### config.mk
export PLATFORM = sky130hd
export DESIGN_NAME = cnt_uart_reporter
export DESIGN_NICKNAME = d
export VERILOG_FILES = /design/src/rtl/cnt_rpt_pkg.sv /design/src/rtl/uart_tx_byte.sv /design/src/rtl/cnt_uart_reporter.sv
export SDC_FILE = /design/constraint.sdc
export NUM_CORES = 1
export LEC_CHECK = 0
export ABC_CLOCK_PERIOD_IN_PS = 3400
export BUFFER_PORTS_ARGS = -buffer_cell sky130_fd_sc_hd__buf_2
export CAP_MARGIN = 20
export CORE_ASPECT_RATIO = 0.7
export CORE_UTILIZATION = 56
export CTS_CLUSTER_SIZE = 20
export DETAILED_ROUTE_END_ITERATION = 8
export GPL_ROUTABILITY_DRIVEN = 0
export PLACE_DENSITY = 0.82
export SETUP_SLACK_MARGIN = 0.02
export SKIP_CTS_REPAIR_TIMING = 1
export SYNTH_ARGS = -nofsm -noshare
export SYNTH_HDL_FRONTEND = slang
export SYNTH_SLANG_ARGS = --single-unit
### constraint.sdc
create_clock -name i_clk -period 3.4 [get_ports i_clk]
set_input_delay 1.02 -clock i_clk [delete_from_list [all_inputs] [get_ports i_clk]]
set_output_delay 1.02 -clock i_clk [all_outputs]
set_load 0.03 [all_outputs]
### src/rtl/cnt_rpt_pkg.sv
// cnt_rpt_pkg: shared types, constants and hex helper for the counter UART reporter.
// CNT_RPT_PARITY_EN selects 8E1 framing (11 bit times per byte) instead of 8N1.
package cnt_rpt_pkg;
  typedef enum logic {IDLE, SEND} state_e;
  localparam logic [7:0] ASCII_CR = 8'h0D;
  localparam logic [7:0] ASCII_LF = 8'h0A;
  localparam int FRAME_LEN = 6;
`ifdef CNT_RPT_PARITY_EN
  localparam int BITS_PER_BYTE = 11;
`else
  localparam int BITS_PER_BYTE = 10;
`endif
  function automatic logic [7:0] hex_ascii(input logic [3:0] n);
    return (n < 4'd10) ? {4'h3, n} : 8'(8'h37 + {4'h0, n});
  endfunction
endpackage

### src/rtl/uart_tx_byte.sv
// uart_tx_byte: one-byte UART transmitter; accepts the next byte on the edge the
// current stop bit ends so bytes go out back-to-back. Parity via CNT_RPT_PARITY_EN.
module uart_tx_byte
  import cnt_rpt_pkg::*;
#(
  parameter int P_CLKS_PER_BIT = 347
) (
  input  logic       i_clk,
  input  logic       i_res_n,
  input  logic       i_valid,
  input  logic [7:0] i_data,
  output logic       o_ready,
  output logic       o_txd
);
  localparam int SW = BITS_PER_BYTE - 1;
  logic [11:0]   baud_q, baud_d;
  logic [3:0]    bits_q, bits_d;
  logic [SW-1:0] shift_q, shift_d, load;
  logic          busy_q, busy_d, txd_q, txd_d, tick, last;
  // baud divider, bit sequencing and load of the next byte
  always_comb begin
`ifdef CNT_RPT_PARITY_EN
    load = {1'b1, ^i_data, i_data};
`else
    load = {1'b1, i_data};
`endif
    tick = baud_q == 12'(P_CLKS_PER_BIT - 1);
    last = tick && bits_q == 4'd0;
    o_ready = !busy_q || last;
    baud_d = (!busy_q || tick) ? 12'd0 : baud_q + 12'd1;
    bits_d = bits_q;
    shift_d = shift_q;
    busy_d = busy_q;
    txd_d = txd_q;
    if (o_ready && i_valid) begin
      busy_d = 1'b1;
      txd_d = 1'b0;
      bits_d = 4'(SW);
      shift_d = load;
    end else if (last) begin
      busy_d = 1'b0;
      txd_d = 1'b1;
    end else if (busy_q && tick) begin
      txd_d = shift_q[0];
      shift_d = shift_q >> 1;
      bits_d = bits_q - 4'd1;
    end
  end
  // transmitter registers; reset forces the line idle and drops any byte in flight
  always_ff @(posedge i_clk) begin
    if (!i_res_n) begin
      baud_q <= '0;
      bits_q <= '0;
      shift_q <= '0;
      busy_q <= 1'b0;
      txd_q <= 1'b1;
    end else begin
      baud_q <= baud_d;
      bits_q <= bits_d;
      shift_q <= shift_d;
      busy_q <= busy_d;
      txd_q <= txd_d;
    end
  end
  assign o_txd = txd_q;
endmodule

### src/rtl/cnt_uart_reporter.sv
// cnt_uart_reporter: reports the 16-bit counter as "HHHH\r\n" over UART on change or forced send.
// CNT_RPT_PARITY_EN (in cnt_rpt_pkg / uart_tx_byte) selects 8E1 framing.
module cnt_uart_reporter
  import cnt_rpt_pkg::*;
#(
  parameter int P_CLKS_PER_BIT = 347
) (
  input  logic        i_clk,
  input  logic        i_res_n,
  input  logic [15:0] i_cnt,
  input  logic        i_send,
  output logic        o_txd,
  output logic        o_busy
);
  state_e      state_q, state_d;
  logic [15:0] prev_q, prev_d, snap_q, snap_d;
  logic [2:0]  idx_q, idx_d, nxt;
  logic [3:0]  nib;
  logic [7:0]  tx_data;
  logic        pend_q, pend_d, trig, start, tx_ready, tx_valid;
  // change detection, pending slot and byte sequencing; a frame may restart on its own last edge
  always_comb begin
    trig = (i_cnt != prev_q) || i_send;
    nxt = idx_q + 3'd1;
    nib = nxt[1:0] == 2'd1 ? snap_q[11:8] : nxt[1:0] == 2'd2 ? snap_q[7:4] : snap_q[3:0];
    start = state_q == IDLE ? trig
          : tx_ready && idx_q == 3'(FRAME_LEN - 1) && (pend_q || trig);
    state_d = state_q;
    prev_d = prev_q;
    snap_d = snap_q;
    idx_d = idx_q;
    pend_d = pend_q;
    tx_valid = 1'b0;
    tx_data = hex_ascii(i_cnt[15:12]);
    if (start) begin
      state_d = SEND;
      prev_d = i_cnt;
      snap_d = i_cnt;
      idx_d = 3'd0;
      pend_d = 1'b0;
      tx_valid = 1'b1;
    end else if (state_q == SEND) begin
      pend_d = pend_q || trig;
      if (tx_ready && idx_q == 3'(FRAME_LEN - 1)) state_d = IDLE;
      else if (tx_ready) begin
        tx_valid = 1'b1;
        idx_d = nxt;
        tx_data = nxt == 3'd4 ? ASCII_CR : nxt == 3'd5 ? ASCII_LF : hex_ascii(nib);
      end
    end
  end
  // sequencer registers
  always_ff @(posedge i_clk) begin
    if (!i_res_n) begin
      state_q <= IDLE;
      prev_q <= '0;
      snap_q <= '0;
      idx_q <= '0;
      pend_q <= 1'b0;
    end else begin
      state_q <= state_d;
      prev_q <= prev_d;
      snap_q <= snap_d;
      idx_q <= idx_d;
      pend_q <= pend_d;
    end
  end
  uart_tx_byte #(.P_CLKS_PER_BIT(P_CLKS_PER_BIT)) u_tx (
    .i_clk  (i_clk),
    .i_res_n(i_res_n),
    .i_valid(tx_valid),
    .i_data (tx_data),
    .o_ready(tx_ready),
    .o_txd  (o_txd)
  );
  assign o_busy = state_q == SEND;
endmodule

After elaboration in Yosys (flattened, before gate mapping). Cells that the tools add are included. Widths: inputs -> output; s select.

Flip-flop bits (word level): 48. Output and inout bits: 2. Word-level logic and storage cells: 77.

Add/subtract/negate cells: 5. $lt $le $gt $ge: 2. Equality and inequality tests: 8. Muxes and demuxes: 29. Bitwise gates (word level): 3. Reduce and logical (&&, ||, !) cells: 20.

Operators by type and width (count): $mux 7 (8); $mux 9 (3); $mux 4 (5); $ne 16x16->1 (1); $add 6x4->7 const A (2); $mux 1 (13); $add 12x1->12 const B (1); $eq 12x9->1 const B (1); $eq 3x3->1 const B (3); $lt 4x4->1 const B (2); $reduce_or 2->1 (3); $logic_and 1x1->1 (5); $logic_not 4->1 (1); $logic_or 1x1->1 (4); $reduce_and 2->1 (2); $reduce_bool 2->1 (2); $sub 4x1->4 const B (1); $add 3x1->3 const B (1); $not 1->1 (3); $reduce_and 3->1 (1); $reduce_bool 3->1 (1); $eq 2x1->1 const B (1); $eq 2x2->1 const B (1); $ne 2x2->1 const B (1); $logic_not 1->1 (1).

Logic depth before layout (Yosys ltp). Gate-level depths: netlist of the first run.

Depth in word-level cells: 13. Mapped depth: 13. Mapped depth without buffers: 12.

Cells and area by module. Synthesis of the first run repeated with hierarchy kept, for this count alone.

Cells, all modules: 327. Area total of the unflattened synthesis: 2899.0 µm².

By module, submodules not included: cnt_uart_reporter (instances 1, cells an instance 176, area an instance 1557.7 µm², sequential area each 420.4 µm²); uart_tx_byte (instances 1, cells an instance 151, area an instance 1341.3 µm², sequential area each 540.5 µm²).

Least setup slack after synthesis of the first run. Ideal clock, no wire load.

Path kind: input-to-reg. Start point: in i_cnt[15]. End point: reg snap_q[10]. Setup time: 0.128 ns. Data arrival time: 2.752 ns. Setup slack: 0.520 ns. Stages: 9. Buffers on the path: 3. Cell sequence: clkbuf_1 xnor2_1 nand4_1 or4_1 o31ai_1 buf_6 buf_6 mux2i_1 nor2_1.

Longest elaborated chain between the ends: 5.

RTL lines: start: declaration (line cnt_uart_reporter.sv:10) `input logic [15:0] i_cnt,`; $ne 16x16->1 (*) (line cnt_uart_reporter.sv:23) `trig = (i_cnt != prev_q) || i_send;`; $logic_or 1x1->1 (*) (line cnt_uart_reporter.sv:23); $logic_or 1x1->1 (line cnt_uart_reporter.sv:27) `: tx_ready && idx_q == 3'(FRAME_LEN - 1) && (pend_q || trig);`; $logic_and 1x1->1 (line cnt_uart_reporter.sv:27); $mux 1 (*) (line cnt_uart_reporter.sv:26) `start = state_q == IDLE ? trig`; end signal: assignment (line cnt_uart_reporter.sv:63) `snap_q <= snap_d;`; end: declaration (line cnt_uart_reporter.sv:16) `logic [15:0] prev_q, prev_d, snap_q, snap_d;`.

Every way passes the cells marked *; elsewhere a longest branch is shown, timed or not. A chain may end at the register's enable or synchronous reset.

Final worst setup path of the first run.
Start point: in i_cnt[14]. End point: reg u_tx.bits_q[1].

Longest elaborated chain between the ends: 8.

RTL lines: $ne 16x16->1 (*) (line cnt_uart_reporter.sv:23); $logic_or 1x1->1 (*) (line cnt_uart_reporter.sv:23); $logic_or 1x1->1 (line cnt_uart_reporter.sv:27); $logic_and 1x1->1 (line cnt_uart_reporter.sv:27); $mux 1 (*) (line cnt_uart_reporter.sv:26); $mux 1 (*) (line cnt_uart_reporter.sv:35) `if (start) begin`; $logic_and 1x1->1 (*) (line uart_tx_byte.sv:35) `if (o_ready && i_valid) begin`; $reduce_or 2->1 (no source line) (*); end signal: assignment (line uart_tx_byte.sv:59) `bits_q <= bits_d;`; end: declaration (line uart_tx_byte.sv:17) `logic [3:0] bits_q, bits_d;`.

Marked as above.

==> flow_metrics.tcl, run 1 <==
set metrics [dict create \
    outcome "finished, violations left" \
    violations "DRC" \
    hold_depth 2 \
    syn-num-nets 335 \
    overflow 0 \
    crit_family "simple AND/OR/NAND/NOR gates" \
    cp-startpoint "i_cnt[14]" \
    reg2reg_from "idx_q[0]" \
    first_iter_violations 137 \
    clkSinkCount 48 \
    dieArea_um2 5010 \
    async_reset_ff_share_pct 0 \
    io_pins 21 \
    rows 20 \
    num_vias 2171 \
    grt_pass1_wl_um 9140 \
    numPortBuffers 20 \
    antenna_cells 0 \
    total_power_mw 1.22 \
    synth_edf_count 0 \
    area_growth_pct 9.78 \
    drv_cap 0 \
    cp_max_fo 18 \
    power_density_nw_per_um2 419 \
    grt_usage_pct 23.4 \
    critPathArrivalTime_ns 2.97 \
    synth_cell_types 48 \
    critPathCaptureType "flip-flop" \
    worstPathRequired_ns 3.62 \
    syn_area_per_cell_um2 8.66 \
    hold_viol 0 \
    grt_start_max_net_pins 23 \
    leakagePower_nw 1.23 \
    drc_errors 4 \
    ir_worst_vdd_uv 293 \
    critPathSlowestCell "or4_1" \
    synth_ff_type "dfxtp_1" \
    skew_ns 0.00657 \
    sequentialPowerShare_pct 50.3 \
    relSlewSlack_pct 66.0 \
    cpPeakStageDelay_ns 0.58 \
    slew_violations 0 \
    cts_tree "built" \
    clk_pin_slew_worst_paths_ns 0.08 \
    p_clk_share_pct 33.7 \
    period_minus_slack_ns 2.75 \
    synth_seq_area_share_pct 36.3 \
    antenna_found_initial 0 \
    dp_hpwl_um 3970 \
    first_global_vias 1975 \
    drive_above_1_share_pct 12.0 \
    numCtsBuffers 5 \
    yosys_warnings 0 \
    r2r-end "u_tx.shift_q[4]" \
    synth-seq-cells 48 \
    firstDrtPassIters 6 \
    r2r_slack_ns 0.82 \
    switchingPower_mw 0.324 \
    fmax_mhz 364 \
    cp_num_buf_inv 2 \
    p_int_mw 0.895 \
    comb_power_share_pct 16.0 \
    post_drt_wl_per_cell_um 14.1 \
    critPathKind "primary input to flip-flop" \
    htreeDepth 2 \
    start_kind "primary input" \
    hold_path_end "u_tx.shift_q[7]" \
    clock_latency_ns 0.30 \
    worst_slew_pin_slew_ns 0.497 \
    syn_inst 306 \
    core_area_um2 4430 \
    final_util_pct 65.6 \
    crit_path_cell_trace "buf_2 > xnor2_1 > nand4_1 > or4_1 > o41ai_4 > buf_4 > nand2_1 > a211oi_1" \
    yosys.area.top_type "dfxtp_1" \
    cts_buffer_depth 2 \
    swShare_pct 26.6 \
    setup-violations-final 0 \
    finalNetCount 353 \
    fin_tns_setup_ns 0 \
    rsz0062_at_grt "false" \
    netlist_top_cells_area "dfxtp_1, mux2i_1, nor2_1, xor2_1, ha_1" \
    dieWidth_um 84.2 \
    finalWirelength_um 5350 \
    clock-root-buffer "clkbuf_8" \
    drtAntennaViolNets 0 \
    r2r_cells 10 \
    synth_area_um2 2650 \
    post-route-period-util_pct 80.9 \
    num-fill-cells 382 \
    vias_per_cell 5.71 \
    synth_top_area_share_pct 36.3 \
    start_util_pct 59.8 \
    worstHoldStart "u_tx.shift_q[8]" \
    die_h_um 59.5 \
    hp-class "flip-flop to flip-flop" \
]
flip-flops by register name, summed over array words and instances (netlist names):
name	count
u_tx.bits_q	4
u_tx.shift_q	9
snap_q	16
idx_q	3
u_tx.o_txd	1
u_tx.busy_q	1
o_busy	1
u_tx.baud_q	12
pend_q	1
Yosys cell counts (6+ instances only):
| master | count |
|---|---|
| a211oi_1 | 6 |
| a21oi_1 | 13 |
| and3_1 | 8 |
| clkbuf_1 | 7 |
| dfxtp_1 | 48 |
| ha_1 | 10 |
| inv_1 | 22 |
| mux2i_1 | 20 |
| nand2_1 | 26 |
| nand3_1 | 11 |
| nor2_1 | 42 |
| o21ai_0 | 10 |
| xnor2_1 | 14 |
| xor2_1 | 17 |
cells in the final DEF (no fill, tap or decap), drive strengths merged, types with 8 or more instances in the layout:
cell type and count:
dfxtp 48, nor2 43, nand2 26, buf 23, inv 22, mux2i 20
xor2 17, xnor2 14, a21oi 14, nand3 11, o21ai 10, ha 10
and3 8
how the worst max path moves through the flow:
stage / end / slack [ns] / cells past startpoint
final: u_tx.bits_q[1] / 0.65 / 8
after global routing: u_tx.shift_q[6] / 0.52 / 8
after CTS: u_tx.bits_q[1] / 0.69 / 8
after detailed placement: u_tx.bits_q[1] / 0.39 / 8
after global placement: snap_q[14] / 0.50 / 8
after floorplan: snap_q[10] / 0.52 / 9
cell families after synthesis:
family / synth area share (%)
flip-flops: 36.3
adder cells (fa/ha/maj): 4.72
multiplexers: 7.98
buffers and inverters: 5.62
AND/OR/NAND/NOR: 18.6
AO/OA/AOI/OAI: 16.6
XOR/XNOR: 10.3
area by class of cell:
class	count	area [µm²]	share of cell area (%)
flip-flops and latches	48	961	33.0
clock inverters	2	35.0	1.20
inverters	22	82.6	2.84
well taps	55	68.8	2.37
multi-input cells	224	1550	53.4
repair buffers	23	135	4.65
clock buffers	6	72.6	2.50
stage by stage:
stage                     setup slack (ns)  std cells  area, µm²  hold WS [ns]
after global placement               0.499        372       2800         0.448
after detailed placement             0.393        372       2800         0.445
after floorplan                      0.520        306       2650         0.431
final                                0.650        380       2910         0.460
after global routing                 0.520        380       2910         0.490
after CTS                            0.687        380       2910         0.458
per-layer routing:
layer	GRT usage, %	vias to the layer above	wire length, µm
met2	34.4	45	2140
met1	33.6	1025	2840
li1	-	1090	-
met3	5.43	11	300
met4	7.64	0	70
met5	4.04	-	0
worst reg2reg max path: stages, from the launching register on:
cell	delay, ns
dfxtp_1	0.44
ha_1	0.39
mux2i_1	0.18
a21oi_1	0.35
inv_1	0.09
ha_1	0.23
a211oi_1	0.19
o21ai_0	0.14
a21oi_1	0.19
nor2_1	0.06
o211a_1	0.21
power groups by stage:
stage	combinational [mW]	clock, mW	sequential, mW
floorplan	0.141	0	0.623
CTS	0.193	0.412	0.613
detailed placement	0.192	0	0.625
global placement	0.188	0	0.625
global route	0.217	0.434	0.617
finish	0.195	0.411	0.613
Power figures use the tool's default switching activity.
==> inputs of run 2 (changes only) <==
Settings changed: ABC_AREA from default to 1, ABC_CLOCK_PERIOD_IN_PS 3400 to 2500, CORE_UTILIZATION 56 to 54, PLACE_DENSITY 0.82 to 0.83.
Clock period 3.4 ns to 2.5 ns, I/O delays scaled along.
==> flow_metrics.tcl, run 2 <==
set metrics [dict create \
    syn_area_per_cell_um2 6.73 \
    final_common_cell "nand2_1" \
    antenna_found_initial 0 \
    drc_errors 0 \
    firstDrtPassIters 4 \
    power_density_nw_per_um2 559 \
    synth_edf_count 0 \
    start_util_pct 57.2 \
    fin_tns_setup_ns 0 \
    clk_pin_slew_worst_paths_ns 0.10 \
    syn-num-nets 442 \
    core_area_um2 4860 \
    drive_above_1_share_pct 15.9 \
    numPortBuffers 20 \
    worstPathRequired_ns 2.71 \
    crit_path_cell_trace "inv_1 > ha_1 > or2_2 > o211ai_1 > o21ai_0 > inv_1 > ha_1 > inv_1 > o211ai_1 > nand3_1 > nand2_1 > a21oi_1 > nand2_1 > nand3_1 > nand2_1 > inv_1" \
    final_cell_mix "nand2_1, inv_1, dfxtp_1" \
    vias_per_cell 5.07 \
    start_kind "flip-flop" \
    synth_area_um2 2780 \
    reg2reg_from "idx_q[1]" \
    r2r_slack_ns 0.24 \
    final_cell_area_um2 3060 \
    synth_cell_types 38 \
    htreeDepth 2 \
    rows 21 \
    leakagePower_nw 1.39 \
    num_vias 2556 \
    grt_pass1_wl_um 9570 \
    synth_top_area_share_pct 34.6 \
    drv_cap 0 \
    period_minus_slack_ns 2.26 \
    io_pins 21 \
    cts_buffer_depth 2 \
    synth_seq_area_share_pct 34.6 \
    drtAntennaViolNets 0 \
    first_global_vias 2245 \
    async_reset_ff_share_pct 0 \
    clkSinkCount 48 \
    outcome "finished, final reports clean" \
    top_register "snap_q" \
    synth_ff_type "dfxtp_1" \
    cp_max_fo 6 \
    worstHoldStart "u_tx.shift_q[8]" \
    synth-seq-cells 48 \
    post-route-period-util_pct 90.2 \
    cp-startpoint "idx_q[1]" \
    dpl_cell_area_um2 2940 \
    setup-violations-final 0 \
    relSlewSlack_pct 69.1 \
    fmax_mhz 443 \
    final_util_pct 62.9 \
    critPathKind "flip-flop to flip-flop" \
    clock_latency_ns 0.31 \
    skew_ns 0.00875 \
    critPathCaptureType "flip-flop" \
    area_growth_pct 9.90 \
    worst_slew_pin_slew_ns 0.462 \
    finalNetCount 463 \
    cpPeakStageDelay_ns 0.40 \
    dieArea_um2 5440 \
    post_drt_wl_per_cell_um 11.1 \
    first_iter_violations 141 \
    cp_num_buf_inv 4 \
    total_power_mw 1.71 \
    grt_start_max_net_pins 27 \
    critPathSlowestCell "dfxtp_1" \
    ys_top_cells_by_count "nand2_1, inv_1, dfxtp_1" \
    dieWidth_um 87.8 \
    hold_viol 0 \
    reg_top3 "snap_q x16, u_tx.baud_q x12, u_tx.shift_q x9" \
    clock-root-buffer "clkbuf_8" \
    finalWorstSetupSlack_ns 0.244 \
    antenna_cells 0 \
    path_common_cell "inv_1" \
    yosys.area.top_type "dfxtp_1" \
    post-place-ws_ns 0.179 \
    dp_hpwl_um 4230 \
    rsz0062_at_grt "false" \
    numCtsBuffers 5 \
    die_h_um 62.0 \
    slew_violations 0 \
    grt_usage_pct 22.9 \
    yosys_warnings 0 \
    synth.most_common_cell "nand2_1" \
    cts_tree "built" \
    overflow 0 \
    netlist_top_cells_area "dfxtp_1, nand2_1, inv_1, a21oi_1, nor2_1" \
    crit_family "simple AND/OR/NAND/NOR gates" \
    syn_inst 413 \
    finalWirelength_um 5590 \
    largest_reg_flops 16 \
    critPathArrivalTime_ns 2.47 \
    ir_worst_vdd_uv 352 \
    hp-class "flip-flop to flip-flop" \
]
==> run 2: cell count changes in the layout (fill, tap and decap cells not counted), sizes merged, moves of 8 or more <==
cell,change
nand3,+17
nand2,+76
xnor2,-9
mux2i,-20
xor2,-15
a21oi,+21
o21ai,+24
and3,-8
inv,+44
==> run 2: stage by stage <==
stage	cells	hold slack [ns]
final	504	0.464
after global routing	504	0.489
after CTS	504	0.464
after global placement	496	0.444
after detailed placement	496	0.455
after floorplan	413	0.430
==> run 2: worst min-delay path, delay by kind of cell (launching register included) <==
kind / cells / cell delay, ns
AO/OA/AOI/OAI: 1 / 0.05
AND/OR/NAND/NOR: 1 / 0.07
flip-flops: 1 / 0.32
==> run 2: power by group <==
group	total, mW	leakage (nW)	switching [mW]	internal, mW
registers	0.839	0.395	0.0320	0.807
clock network	0.584	0.0583	0.282	0.302
logic	0.286	0.941	0.179	0.107
total	1.71	1.39	0.494	1.22
==> run 2: kinds of logic (layout without fill, tap and decap cells) <==
kind of cell    Yosys count  count (layout)  synth area share (%)
flops                    48              48                  34.6
simple gates            193             193                  31.7
xor+xnor                  7               7                  2.21
buf+inv                  76              98                  10.8
fa+ha+maj                10              10                  4.50
compound gates           79              79                  16.2
==> run 2: area by class of cell <==
class | count | area (µm²)
clock inverters | 3 | 47.5
clock buffers | 5 | 68.8
repair buffers | 23 | 123
flip-flops and latches | 48 | 961
well taps | 69 | 86.3
multi-input cells | 289 | 1520
inverters | 67 | 251
fillers | 462 | 1810
==> run 2: path summary, 6_finish.rpt <==
path / depth (start not counted) / to
worst min-delay path: 2 / u_tx.shift_q[7]
worst min register to register: 2 / u_tx.shift_q[7]
worst max-delay path: 16 / u_tx.shift_q[2]
worst max register to register: 16 / u_tx.shift_q[2]
==> run 2: routing by layer <==
layer | track usage, % | routed length (µm)
met3 | 5.68 | 257
met5 | 0 | 0
met1 | 30.8 | 2860
met4 | 5.62 | 48
met2 | 37.4 | 2420
